[src/rtl/ddr4_mon_pkg.sv]
`default_nettype none
// ============================================================================
// Package  : ddr4_mon_pkg
// Brief    : Shared command codes, opcodes and error-bit indices.
// Revision : 1.0  initial release
// ============================================================================
package ddr4_mon_pkg;

    typedef enum logic [3:0] {
        CMD_MRS = 4'd0,
        CMD_REF = 4'd1,
        CMD_PRE = 4'd2,
        CMD_RSV = 4'd3,
        CMD_WR  = 4'd4,
        CMD_RD  = 4'd5,
        CMD_ZQC = 4'd6,
        CMD_ACT = 4'd8
    } cmd_e;

    // RAS_n/CAS_n/WE_n on adr[16:14] when ACT_n is high
    localparam logic [2:0] c_op_mrs = 3'b000;
    localparam logic [2:0] c_op_ref = 3'b001;
    localparam logic [2:0] c_op_pre = 3'b010;
    localparam logic [2:0] c_op_rsv = 3'b011;
    localparam logic [2:0] c_op_wr  = 3'b100;
    localparam logic [2:0] c_op_rd  = 3'b101;
    localparam logic [2:0] c_op_zqc = 3'b110;
    localparam logic [2:0] c_op_nop = 3'b111;

    localparam int c_err_act_open = 0;
    localparam int c_err_rw_closed = 1;
    localparam int c_err_ref_open = 2;
    localparam int c_err_rsv = 3;
    localparam int c_err_cs_cke = 4;

endpackage : ddr4_mon_pkg
`default_nettype wire

[src/rtl/ddr4_cmd_monitor_if.sv]
`default_nettype none
// ============================================================================
// Interface : ddr4_cmd_monitor_if
// Brief     : DDR4 command/address pin bundle seen by the monitor.
// Revision  : 1.0  initial release
// ============================================================================
interface ddr4_cmd_monitor_if #(
    parameter int ADDR_WIDTH = 17,
    parameter int RANK_WIDTH = 1,
    parameter int BG_WIDTH   = 1,
    parameter int BA_WIDTH   = 2
);
    logic                  ddr4_reset_n;
    logic                  ddr4_cke;
    logic [RANK_WIDTH-1:0] ddr4_cs_n;
    logic                  ddr4_act_n;
    logic [ADDR_WIDTH-1:0] ddr4_adr;
    logic [BA_WIDTH-1:0]   ddr4_ba;
    logic [BG_WIDTH-1:0]   ddr4_bg;

    modport master (
        output ddr4_reset_n, ddr4_cke, ddr4_cs_n, ddr4_act_n,
               ddr4_adr, ddr4_ba, ddr4_bg
    );

    modport slave (
        input  ddr4_reset_n, ddr4_cke, ddr4_cs_n, ddr4_act_n,
               ddr4_adr, ddr4_ba, ddr4_bg
    );
endinterface : ddr4_cmd_monitor_if
`default_nettype wire

[src/rtl/ddr4_bank_tracker.sv]
`default_nettype none
// ============================================================================
// Module   : ddr4_bank_tracker
// Brief    : Open-bank bitmap for one rank; per-rank checks under
//            DDR4_MON_ERR_CHECK_EN.
// Revision : 1.0  initial release
// ============================================================================
module ddr4_bank_tracker
    import ddr4_mon_pkg::*;
#(
    parameter int  BG_WIDTH = 1,
    parameter int  BA_WIDTH = 2,
    localparam int BANKS    = 1 << (BG_WIDTH + BA_WIDTH)
) (
    input  logic                clk,
    input  logic                rst,
    input  logic                i_dram_rst,
    input  logic                i_cmd_en,
    input  cmd_e                i_cmd,
    input  logic [BG_WIDTH-1:0] i_bg,
    input  logic [BA_WIDTH-1:0] i_ba,
    input  logic                i_pre_all,
    output logic [BANKS-1:0]    o_bank_open
`ifdef DDR4_MON_ERR_CHECK_EN
    ,
    output logic [2:0]          o_err
`endif
);

    logic [BG_WIDTH+BA_WIDTH-1:0] w_idx;
    logic [BANKS-1:0]             r_open;

    assign w_idx       = {i_bg, i_ba};
    assign o_bank_open = r_open;

    always_ff @(posedge clk) begin
        if (rst || i_dram_rst) begin
            r_open <= '0;
        end else if (i_cmd_en) begin
            case (i_cmd)
                CMD_ACT: r_open[w_idx] <= 1'b1;
                CMD_PRE: begin
                    if (i_pre_all) r_open <= '0;
                    else           r_open[w_idx] <= 1'b0;
                end
                default: ;
            endcase
        end
    end

`ifdef DDR4_MON_ERR_CHECK_EN
    // Checks look at the bitmap before this command's update lands
    always_comb begin
        o_err = '0;
        if (i_cmd_en) begin
            o_err[c_err_act_open]  = (i_cmd == CMD_ACT) && r_open[w_idx];
            o_err[c_err_rw_closed] = ((i_cmd == CMD_WR) || (i_cmd == CMD_RD)) && !r_open[w_idx];
            o_err[c_err_ref_open]  = (i_cmd == CMD_REF) && (|r_open);
        end
    end
`endif

endmodule : ddr4_bank_tracker
`default_nettype wire

[src/rtl/ddr4_cmd_monitor.sv]
`default_nettype none
// ============================================================================
// Module   : ddr4_cmd_monitor
// Brief    : Registered DDR4 command decoder with per-rank bank tracking,
//            direction and saturating counters. Define DDR4_MON_ERR_CHECK_EN
//            to add the sticky err_flags protocol checks.
// Revision : 1.0  initial release
// ============================================================================
module ddr4_cmd_monitor
    import ddr4_mon_pkg::*;
#(
    parameter int    ADDR_WIDTH = 17,
    parameter int    RANK_WIDTH = 1,
    parameter int    BG_WIDTH   = 1,
    parameter int    BA_WIDTH   = 2,
    parameter string CA_MIRROR  = "OFF",
    parameter int    CNT_WIDTH  = 32,
    localparam int   RANK_IDX_W = (RANK_WIDTH > 1) ? $clog2(RANK_WIDTH) : 1,
    localparam int   BANKS      = 1 << (BG_WIDTH + BA_WIDTH)
) (
    input  logic                        clk,
    input  logic                        rst,
    ddr4_cmd_monitor_if.slave           bus,
    input  logic                        clr_cnt,
    output logic                        cmd_valid,
    output logic [3:0]                  cmd_code,
    output logic [RANK_IDX_W-1:0]       cmd_rank,
    output logic [BG_WIDTH-1:0]         cmd_bg,
    output logic [BA_WIDTH-1:0]         cmd_ba,
    output logic [ADDR_WIDTH-1:0]       cmd_adr,
    output logic [RANK_WIDTH*BANKS-1:0] bank_open,
    output logic                        last_dir,
    output logic [CNT_WIDTH-1:0]        cnt_act,
    output logic [CNT_WIDTH-1:0]        cnt_rd,
    output logic [CNT_WIDTH-1:0]        cnt_wr,
    output logic [CNT_WIDTH-1:0]        cnt_ref
`ifdef DDR4_MON_ERR_CHECK_EN
    ,
    output logic [4:0]                  err_flags
`endif
);

    localparam bit c_mirror_en = (CA_MIRROR == "ON");

    logic [RANK_WIDTH-1:0] w_cs_sel;
    logic                  w_any_sel;
    logic [2:0]            w_op;
    cmd_e                  w_cmd;
    logic                  w_is_cmd;
    logic                  w_valid;
    logic [RANK_IDX_W-1:0] w_low;
    logic                  w_low_odd;
    logic [ADDR_WIDTH-1:0] w_adr_mir;
    logic [BA_WIDTH-1:0]   w_ba_mir;

    assign w_cs_sel  = ~bus.ddr4_cs_n;
    assign w_any_sel = |w_cs_sel;
    assign w_op      = bus.ddr4_adr[16:14];
    assign w_valid   = bus.ddr4_reset_n && bus.ddr4_cke && w_any_sel && w_is_cmd;

    always_comb begin
        w_cmd    = CMD_MRS;
        w_is_cmd = 1'b1;
        if (!bus.ddr4_act_n) begin
            w_cmd = CMD_ACT;
        end else begin
            case (w_op)
                c_op_mrs: w_cmd = CMD_MRS;
                c_op_ref: w_cmd = CMD_REF;
                c_op_pre: w_cmd = CMD_PRE;
                c_op_rsv: w_cmd = CMD_RSV;
                c_op_wr:  w_cmd = CMD_WR;
                c_op_rd:  w_cmd = CMD_RD;
                c_op_zqc: w_cmd = CMD_ZQC;
                c_op_nop: w_is_cmd = 1'b0;
            endcase
        end
    end

    // Descending scan so the lowest selected rank is the last write
    always_comb begin
        w_low = '0;
        for (int r = RANK_WIDTH - 1; r >= 0; r--) begin
            if (w_cs_sel[r]) w_low = RANK_IDX_W'(r);
        end
    end

    assign w_low_odd = c_mirror_en && w_low[0];

    // Odd ranks see address/BA pairs swapped on the board; undo that here
    always_comb begin
        w_adr_mir     = bus.ddr4_adr;
        w_adr_mir[3]  = bus.ddr4_adr[4];
        w_adr_mir[4]  = bus.ddr4_adr[3];
        w_adr_mir[5]  = bus.ddr4_adr[6];
        w_adr_mir[6]  = bus.ddr4_adr[5];
        w_adr_mir[7]  = bus.ddr4_adr[8];
        w_adr_mir[8]  = bus.ddr4_adr[7];
        w_adr_mir[11] = bus.ddr4_adr[13];
        w_adr_mir[13] = bus.ddr4_adr[11];
    end

    always_comb begin
        w_ba_mir    = bus.ddr4_ba;
        w_ba_mir[0] = bus.ddr4_ba[1];
        w_ba_mir[1] = bus.ddr4_ba[0];
    end

`ifdef DDR4_MON_ERR_CHECK_EN
    logic [RANK_WIDTH-1:0][2:0] w_rank_err;
    logic [4:0]                 w_err_set;
`endif

    for (genvar r = 0; r < RANK_WIDTH; r++) begin : g_rank
        logic [BA_WIDTH-1:0] w_rank_ba;

        if (c_mirror_en && (r % 2 == 1)) begin : g_mir
            assign w_rank_ba = w_ba_mir;
        end else begin : g_std
            assign w_rank_ba = bus.ddr4_ba;
        end

        ddr4_bank_tracker #(
            .BG_WIDTH (BG_WIDTH),
            .BA_WIDTH (BA_WIDTH)
        ) u_tracker (
            .clk         (clk),
            .rst         (rst),
            .i_dram_rst  (!bus.ddr4_reset_n),
            .i_cmd_en    (w_valid && w_cs_sel[r]),
            .i_cmd       (w_cmd),
            .i_bg        (bus.ddr4_bg),
            .i_ba        (w_rank_ba),
            .i_pre_all   (bus.ddr4_adr[10]),
            .o_bank_open (bank_open[r*BANKS +: BANKS])
`ifdef DDR4_MON_ERR_CHECK_EN
            ,
            .o_err       (w_rank_err[r])
`endif
        );
    end

    always_ff @(posedge clk) begin
        if (rst) begin
            cmd_valid <= 1'b0;
            cmd_code  <= '0;
            cmd_rank  <= '0;
            cmd_bg    <= '0;
            cmd_ba    <= '0;
            cmd_adr   <= '0;
            last_dir  <= 1'b0;
        end else begin
            cmd_valid <= w_valid;
            if (w_valid) begin
                cmd_code <= w_cmd;
                cmd_rank <= w_low;
                cmd_bg   <= bus.ddr4_bg;
                cmd_ba   <= w_low_odd ? w_ba_mir  : bus.ddr4_ba;
                cmd_adr  <= w_low_odd ? w_adr_mir : bus.ddr4_adr;
            end
            if (!bus.ddr4_reset_n)                 last_dir <= 1'b0;
            else if (w_valid && (w_cmd == CMD_WR)) last_dir <= 1'b1;
            else if (w_valid && (w_cmd == CMD_RD)) last_dir <= 1'b0;
        end
    end

    // One count per command regardless of how many ranks it hit
    always_ff @(posedge clk) begin
        if (rst || clr_cnt) begin
            cnt_act <= '0;
            cnt_rd  <= '0;
            cnt_wr  <= '0;
            cnt_ref <= '0;
        end else if (w_valid) begin
            if ((w_cmd == CMD_ACT) && (cnt_act != '1)) cnt_act <= cnt_act + CNT_WIDTH'(1);
            if ((w_cmd == CMD_RD)  && (cnt_rd  != '1)) cnt_rd  <= cnt_rd  + CNT_WIDTH'(1);
            if ((w_cmd == CMD_WR)  && (cnt_wr  != '1)) cnt_wr  <= cnt_wr  + CNT_WIDTH'(1);
            if ((w_cmd == CMD_REF) && (cnt_ref != '1)) cnt_ref <= cnt_ref + CNT_WIDTH'(1);
        end
    end

`ifdef DDR4_MON_ERR_CHECK_EN
    always_comb begin
        w_err_set = '0;
        for (int r = 0; r < RANK_WIDTH; r++) begin
            w_err_set[2:0] = w_err_set[2:0] | w_rank_err[r];
        end
        w_err_set[c_err_rsv]    = w_valid && (w_cmd == CMD_RSV);
        w_err_set[c_err_cs_cke] = w_any_sel && !bus.ddr4_cke;
    end

    always_ff @(posedge clk) begin
        if (rst || clr_cnt) err_flags <= '0;
        else                err_flags <= err_flags | w_err_set;
    end
`endif

endmodule : ddr4_cmd_monitor
`default_nettype wire

[src/flat_wrapper.sv]
// flat-port wrapper written by rule: the top's interface ports become plain ports
module ddr4_cmd_monitor_flat import ddr4_mon_pkg::*;
#(
    parameter int    ADDR_WIDTH = 17,
    parameter int    RANK_WIDTH = 1,
    parameter int    BG_WIDTH   = 1,
    parameter int    BA_WIDTH   = 2,
    parameter string CA_MIRROR  = "   ",
    parameter int    CNT_WIDTH  = 32,
    localparam int   RANK_IDX_W = (RANK_WIDTH > 1) ? $clog2(RANK_WIDTH) : 1,
    localparam int   BANKS      = 1 << (BG_WIDTH + BA_WIDTH)
)
  (clk, rst, clr_cnt, cmd_valid, cmd_code, cmd_rank, cmd_bg, cmd_ba, cmd_adr, bank_open, last_dir, cnt_act, cnt_rd, cnt_wr, cnt_ref, bus_ddr4_reset_n, bus_ddr4_cke, bus_ddr4_cs_n, bus_ddr4_act_n, bus_ddr4_adr, bus_ddr4_ba, bus_ddr4_bg);
  ddr4_cmd_monitor_if #(.ADDR_WIDTH(ADDR_WIDTH), .RANK_WIDTH(RANK_WIDTH), .BG_WIDTH(BG_WIDTH), .BA_WIDTH(BA_WIDTH)) bus_i ();
  input  logic clk;
  input  logic rst;
  input  logic clr_cnt;
  output logic cmd_valid;
  output logic [3:0] cmd_code;
  output logic [RANK_IDX_W-1:0] cmd_rank;
  output logic [BG_WIDTH-1:0] cmd_bg;
  output logic [BA_WIDTH-1:0] cmd_ba;
  output logic [ADDR_WIDTH-1:0] cmd_adr;
  output logic [RANK_WIDTH*BANKS-1:0] bank_open;
  output logic last_dir;
  output logic [CNT_WIDTH-1:0] cnt_act;
  output logic [CNT_WIDTH-1:0] cnt_rd;
  output logic [CNT_WIDTH-1:0] cnt_wr;
  output logic [CNT_WIDTH-1:0] cnt_ref;
  input wire logic [$bits(bus_i.ddr4_reset_n)-1:0] bus_ddr4_reset_n;
  input wire logic [$bits(bus_i.ddr4_cke)-1:0] bus_ddr4_cke;
  input wire logic [$bits(bus_i.ddr4_cs_n)-1:0] bus_ddr4_cs_n;
  input wire logic [$bits(bus_i.ddr4_act_n)-1:0] bus_ddr4_act_n;
  input wire logic [$bits(bus_i.ddr4_adr)-1:0] bus_ddr4_adr;
  input wire logic [$bits(bus_i.ddr4_ba)-1:0] bus_ddr4_ba;
  input wire logic [$bits(bus_i.ddr4_bg)-1:0] bus_ddr4_bg;
  assign bus_i.ddr4_reset_n = bus_ddr4_reset_n;
  assign bus_i.ddr4_cke = bus_ddr4_cke;
  assign bus_i.ddr4_cs_n = bus_ddr4_cs_n;
  assign bus_i.ddr4_act_n = bus_ddr4_act_n;
  assign bus_i.ddr4_adr = bus_ddr4_adr;
  assign bus_i.ddr4_ba = bus_ddr4_ba;
  assign bus_i.ddr4_bg = bus_ddr4_bg;
  ddr4_cmd_monitor #(.ADDR_WIDTH(ADDR_WIDTH), .RANK_WIDTH(RANK_WIDTH), .BG_WIDTH(BG_WIDTH), .BA_WIDTH(BA_WIDTH), .CA_MIRROR(CA_MIRROR), .CNT_WIDTH(CNT_WIDTH)) u_core (.clk(clk), .rst(rst), .bus(bus_i), .clr_cnt(clr_cnt), .cmd_valid(cmd_valid), .cmd_code(cmd_code), .cmd_rank(cmd_rank), .cmd_bg(cmd_bg), .cmd_ba(cmd_ba), .cmd_adr(cmd_adr), .bank_open(bank_open), .last_dir(last_dir), .cnt_act(cnt_act), .cnt_rd(cnt_rd), .cnt_wr(cnt_wr), .cnt_ref(cnt_ref));
endmodule
[config.mk]
export PLATFORM = sky130hd
export DESIGN_NAME = ddr4_cmd_monitor_flat
export DESIGN_NICKNAME = d
export VERILOG_FILES = /design/src/rtl/ddr4_mon_pkg.sv /design/src/rtl/ddr4_cmd_monitor_if.sv /design/src/rtl/ddr4_bank_tracker.sv /design/src/rtl/ddr4_cmd_monitor.sv /design/src/flat_wrapper.sv
export SDC_FILE = /design/constraint.sdc
export NUM_CORES = 1
export LEC_CHECK = 0
export CORE_ASPECT_RATIO = 0.5
export CORE_MARGIN = 4
export CORE_UTILIZATION = 50
export CTS_CLUSTER_DIAMETER = 100
export DETAILED_ROUTE_END_ITERATION = 6
export PLACE_DENSITY = 0.85
export SYNTH_ARGS = -nofsm -noshare
export SYNTH_HDL_FRONTEND = slang
export SYNTH_SLANG_ARGS = --single-unit
[constraint.sdc]
create_clock -name clk -period 3.05 [get_ports clk]
set_input_delay 0.4575 -clock clk [delete_from_list [all_inputs] [get_ports clk]]
set_output_delay 0.4575 -clock clk [all_outputs]
set_load 0.05 [all_outputs]
# == Yosys cells after proc, flatten, opt, wreduce, memory -nomap -nowiden ==
# Cells that the tools add are included.
# op_classes
addsub,4
mul,0
div_mod_pow,0
magnitude_cmp,2
n_eq_ne,16
shifts,0
muxes,10
bitwise,5
n_reduce_logical,22
# ops
operator,count
32-bit by 1-bit adder with 32-bit output (second input constant),4
32-bit inequality test (second input constant),4
3-bit case mux with 6 select lines,1
8-bit case mux with 2 select lines,1
3-bit == test (second input constant),4
1-bit logical AND,11
2-bit AND reduction,5
8-bit bitwise AND,1
4-bit by 3-bit == test with 1-bit output (second input constant),2
8-bit 2-to-1 mux,1
8-bit inverter,1
8-bit bitwise OR,1
3-bit by 2-bit == test with 1-bit output (second input constant),2
1-bit 2-to-1 mux,5
4-bit by 1-bit == test with 1-bit output (second input constant),1
4-bit by 2-bit == test with 1-bit output (second input constant),1
4-bit == test (second input constant),1
3-bit by 4-bit < comparator with 1-bit output (second input constant),1
4-bit 2-to-1 mux,1
2-bit nonzero test,2
1-bit demux with 3-bit select,1
3-bit by 1-bit == test with 1-bit output (second input constant),1
3-bit by 1-bit >= comparator with 1-bit output (second input constant),1
1-bit logical OR,2
other kinds (3),4
# totals
reg_bits,162
latchBits,0
ramBits,0
mem_bits_ro,0
inputBits,27
output_inout_bits,163
wordCells,70
n_memories,0

# == Depth between registers and ports, before layout ==
# logic_depth
depth_word,8
depth_mapped,8
ltp_nobuf,6

# == Cells and area by module ==
# From an unflattened synthesis, not the netlist that was laid out.
# unflattened
hier_cells,984
hier_area_um2,8016.4
# by_module_without_submodules
module,n_inst,cells_each,area_per_inst_um2,seq_area_each_um2
ddr4_cmd_monitor,1,928,7474.7,3083.0
ddr4_bank_tracker,1,56,541.8,160.2

# == Worst setup path before layout ==
# OpenSTA, ideal clock, no wires.
# synth_path
path_kind,register to register
start,reg u_core.cnt_wr[0]
end,reg u_core.cnt_wr[1]
setup_time_ns,0.128
arrival_ns,2.669
required_ns,2.922
slack_ns,0.253
stages_incl_launch_ff,9
path_buffers,2
period_less_slack_ns,2.797
path_cell_list,dfxtp_1 > ha_1 > nand4_1 > or4_1 > o31ai_2 > clkbuf_1 > buf_4 > mux2i_1 > nor2_1
# synth_between
elab_chain_cells,3
elab_cells_between_ends,4
cone_classes,1 x add/sub; 1 x eq/ne; 2 x reduce/logical
# synth_rtl
item,line_no,text
from (decl),ddr4_cmd_monitor.sv:35,"output logic [CNT_WIDTH-1:0] cnt_wr,"
from (signal assigned),ddr4_cmd_monitor.sv:177,if ((w_cmd == CMD_WR) && (cnt_wr != '1)) cnt_wr <= cnt_wr + CNT_WIDTH'(1);
"parallel branches: the longest is 3 deep, another holds 32-bit by 1-bit adder with 32-bit output",n/a,
# Parallel ways; which one is timed is not known.
# A chain may end at the register's enable or synchronous reset.

# == Worst setup path after layout ==
# layout_path
start,in bus_ddr4_reset_n
end,reg u_core.cnt_rd[5]
# layout_between
elab_chain_cells,4
# layout_rtl
item,line_no,text
from (decl),flat_wrapper.sv:30,input wire logic [$bits(bus_i.ddr4_reset_n)-1:0] bus_ddr4_reset_n;
1-bit logical AND (3 in series),ddr4_cmd_monitor.sv:59,assign w_valid = bus.ddr4_reset_n && bus.ddr4_cke && w_any_sel && w_is_cmd;
2-bit AND reduction (no source line),n/a,
to (signal assigned),ddr4_cmd_monitor.sv:176,if ((w_cmd == CMD_RD) && (cnt_rd != '1)) cnt_rd <= cnt_rd + CNT_WIDTH'(1);
to (decl),ddr4_cmd_monitor.sv:34,"output logic [CNT_WIDTH-1:0] cnt_rd,"
# Every way passes these cells.

==> flow_metrics.py <==
metrics = {
    "layout": {
        "mostFrequentLayoutCell": "clkdlybuf4s50_1",
        "multiInputGateArea_um2": 4250,
        "nFillCells": 1177,
        "layout_common_cells": "clkdlybuf4s50_1, dfxtp_1, nand2_1, a21oi_1, or3_1",
        "antennaDiodeCount": 0,
        "drive_gt1_share_pct": 7.57,
        "area_delta_synth_final_pct": 34.5,
        "final_area_um2": 10400,
        "layout.nets": 1168,
        "regArea_um2": 3240,
    },
    "timing": {
        "fin_crit_ps": 2530,
        "setup-violations-final": 0,
        "setup_tns_ps": 0,
        "skew_ps": 10.1,
        "fmax_mhz": 396,
        "slew_headroom_pct": 42.0,
        "worst_slew_pin_slew_ps": 864,
        "rsz0062_at_grt": "no",
        "slew_viol_final": 0,
        "finalWorstSetupSlack_ps": 522,
        "period_share_pct": 82.9,
        "hold_violations": 0,
    },
    "synthesis": {
        "netlist_area_um2": 7740,
        "synth_flop_cell": "dfxtp_1",
        "synth_async_sr_flop_share_pct": 0,
        "synth_cells": 953,
        "ys_seq_area_share_pct": 41.9,
        "synth_fa_ha_area_share_pct": 0.647,
        "synth_compound_area_share_pct": 19.9,
        "synth_top_family_by_area": "simple AND/OR/NAND/NOR gates",
        "ys_warn_count": 0,
        "synth.avg_cell_area_um2": 8.12,
        "synthMuxAreaShare_pct": 1.42,
        "syn_nets": 984,
        "synth_edf_count": 0,
        "synth-seq-cells": 162,
        "ys_types": 56,
        "synth_xor_area_share_pct": 1.70,
        "yosys.area_share.simple_pct": 31.1,
    },
    "drt": {
        "vias_per_cell": 6.11,
        "drc": 0,
        "ant_nets": 0,
        "drt_iter0_drc": 544,
        "routed_wirelength_um": 22400,
        "post_drt_wl_per_cell_um": 16.7,
        "vias": 8225,
        "firstDrtPassIters": 5,
    },
    "critical_path": {
        "path_delay_family": "simple AND/OR/NAND/NOR gates",
        "cp_cell_sequence": "clkdlybuf4s50_1, nand3b_4, or4_4, a31o_2, or4_1, a21oi_1",
        "start_kind": "input pin",
        "worst_path_max_delay_cell": "clkdlybuf4s50_1",
        "critPathMaxFanout": 43,
        "cp.arrival_ps": 2880,
        "end_kind": "flop",
        "slowest_delay_ps": 610,
        "critPathRequiredTime_ps": 3400,
        "crit_type": "in -> reg",
        "crit_buf_inv": 1,
    },
    "placed_design": {
        "dp_slack_ps": 115,
        "place_hpwl_um": 16100,
        "placed_cell_area_um2": 9870,
        "numPortBuffers": 188,
        "gp_congestion": 0.935,
    },
    "clock_tree": {
        "path_clk_slew_ps": 70,
        "htree_levels": 4,
        "cts_tree": "done",
        "root_buffer": "clkbuf_16",
        "post_cts_resized": 0,
        "cts_sinks": 162,
        "cts_buffer_depth": 2,
        "cts_buffers": 17,
        "cts_hold_buf": 0,
        "post_cts_buffers": 0,
        "insertion_delay_ps": 420,
    },
    "floorplanning": {
        "io_pins": 190,
        "die_h_um": 96.0,
        "die-width_um": 184,
        "dieArea_um2": 17700,
        "start_util_pct": 52.2,
        "row_count": 31,
        "core_area_um2": 14800,
    },
    "global_route": {
        "gr-total-overflow": 0,
        "grt_max_degree": 44,
        "antenna_found_initial": 0,
        "grt_pass1_wl_um": 36400,
        "grtUsageTotal_pct": 24.7,
        "grt_pass1_vias": 7657,
    },
    "power_and_ir_drop": {
        "powerDensity_nw_per_um2": 417,
        "ir_drop_v": 0.000414,
        "leakage_nw": 3.23,
    },
    "outcome": {
        "outcome": "completed",
    },
    "min_path": {
        "hp-class": "reg -> reg",
    },
    "job": {
        "cap_violations": 0,
    },
}
path summary, 6_finish.rpt:
kind	startpoint	to	slack, ps	depth (start not counted)
min	u_core.cmd_adr[4]$_SDFFE_PP0P_	u_core.cmd_adr[4]$_SDFFE_PP0P_	450	2
max reg2reg	u_core.cnt_rd[11]$_SDFFE_PP0P_	u_core.cnt_rd[30]$_SDFFE_PP0P_	530	5
max	bus_ddr4_reset_n	u_core.cnt_rd[5]$_SDFFE_PP0P_	520	6
min reg2reg	u_core.cmd_adr[4]$_SDFFE_PP0P_	u_core.cmd_adr[4]$_SDFFE_PP0P_	450	2
tightest hold or removal path: stages, from the launching register on:
cell     delay, ps
dfxtp_1        310
nand2_1         50
a21oi_1         50
cell families (layout without fill, tap and decap cells):
group | Yosys count | in the layout
buffers and inverters | 65 | 261
adders and majority gates | 4 | 4
and+or+nand+nor | 445 | 445
other | 1 | 1
DFF | 162 | 162
AOI/OAI and AO/OA | 250 | 250
muxes | 11 | 11
xor gates and xnor gates | 15 | 15
synthesized netlist by cell type, drive strengths merged (11+ instances only):
cell	count	area (um^2)
o31ai	25	193
or4	37	282
nor2	65	244
a21oi	108	541
mux2i	11	110
nand4	37	238
and3	17	106
clkbuf	42	158
inv	16	60.1
dfxtp	162	3240
nand2	108	405
nand3	47	235
o21ai	56	280
nor4	14	87.6
nor3	13	65.1
or3	68	425
sequential cells by signal (all words and copies together) (netlist names), 2 cells and up:
signal	flops
u_core.cmd_adr	17
u_core.cmd_ba	2
u_core.cmd_code	4
u_core.cnt_act	32
u_core.cnt_rd	32
u_core.cnt_ref	32
u_core.cnt_wr	32
u_core.g_rank.u_tracker.o_bank_open	8
through the flow:
step | utilization, % | instances | power [mW] | hold slack (ps)
CTS | 70.2 | 1347 | 4.37 | 457
global placement | 66.6 | 1316 | 2.42 | 443
detailed placement | 66.6 | 1316 | 2.42 | 450
floorplan | - | 953 | 2.32 | 594
global route | 70.2 | 1347 | 4.47 | 478
finish | 70.2 | 1347 | 4.34 | 455
cell type report:
| type | count | share of cell area (%) |
|---|---|---|
| Multi-Input combinational cell | 726 | 40.8 |
| Clock inverter | 13 | 1.01 |
| Sequential cell | 162 | 31.2 |
| Inverter | 16 | 0.577 |
| Clock buffer | 18 | 4.12 |
| Timing Repair Buffer | 214 | 20.0 |
| Tap cell | 198 | 2.38 |
per-layer routing:
layer / share of wire, % / routed length (um) / vias to the layer above / track usage [%]
met2: 48 / 10800 / 290 / 42.2
li1: - / - / 3967 / -
met5: 0 / 0 / - / 0
met1: 43 / 9750 / 3933 / 31.6
met3: 6.7 / 1510 / 35 / 4.98
met4: 1.5 / 330 / 0 / 8.18
report_power, final:
part	internal, mW	switching, mW
Clock	1.05	0.912
Sequential	2.13	0.00691
Combinational	0.0878	0.153
Total	3.26	1.07
No activity file was read; power rests on OpenSTA's default activity.
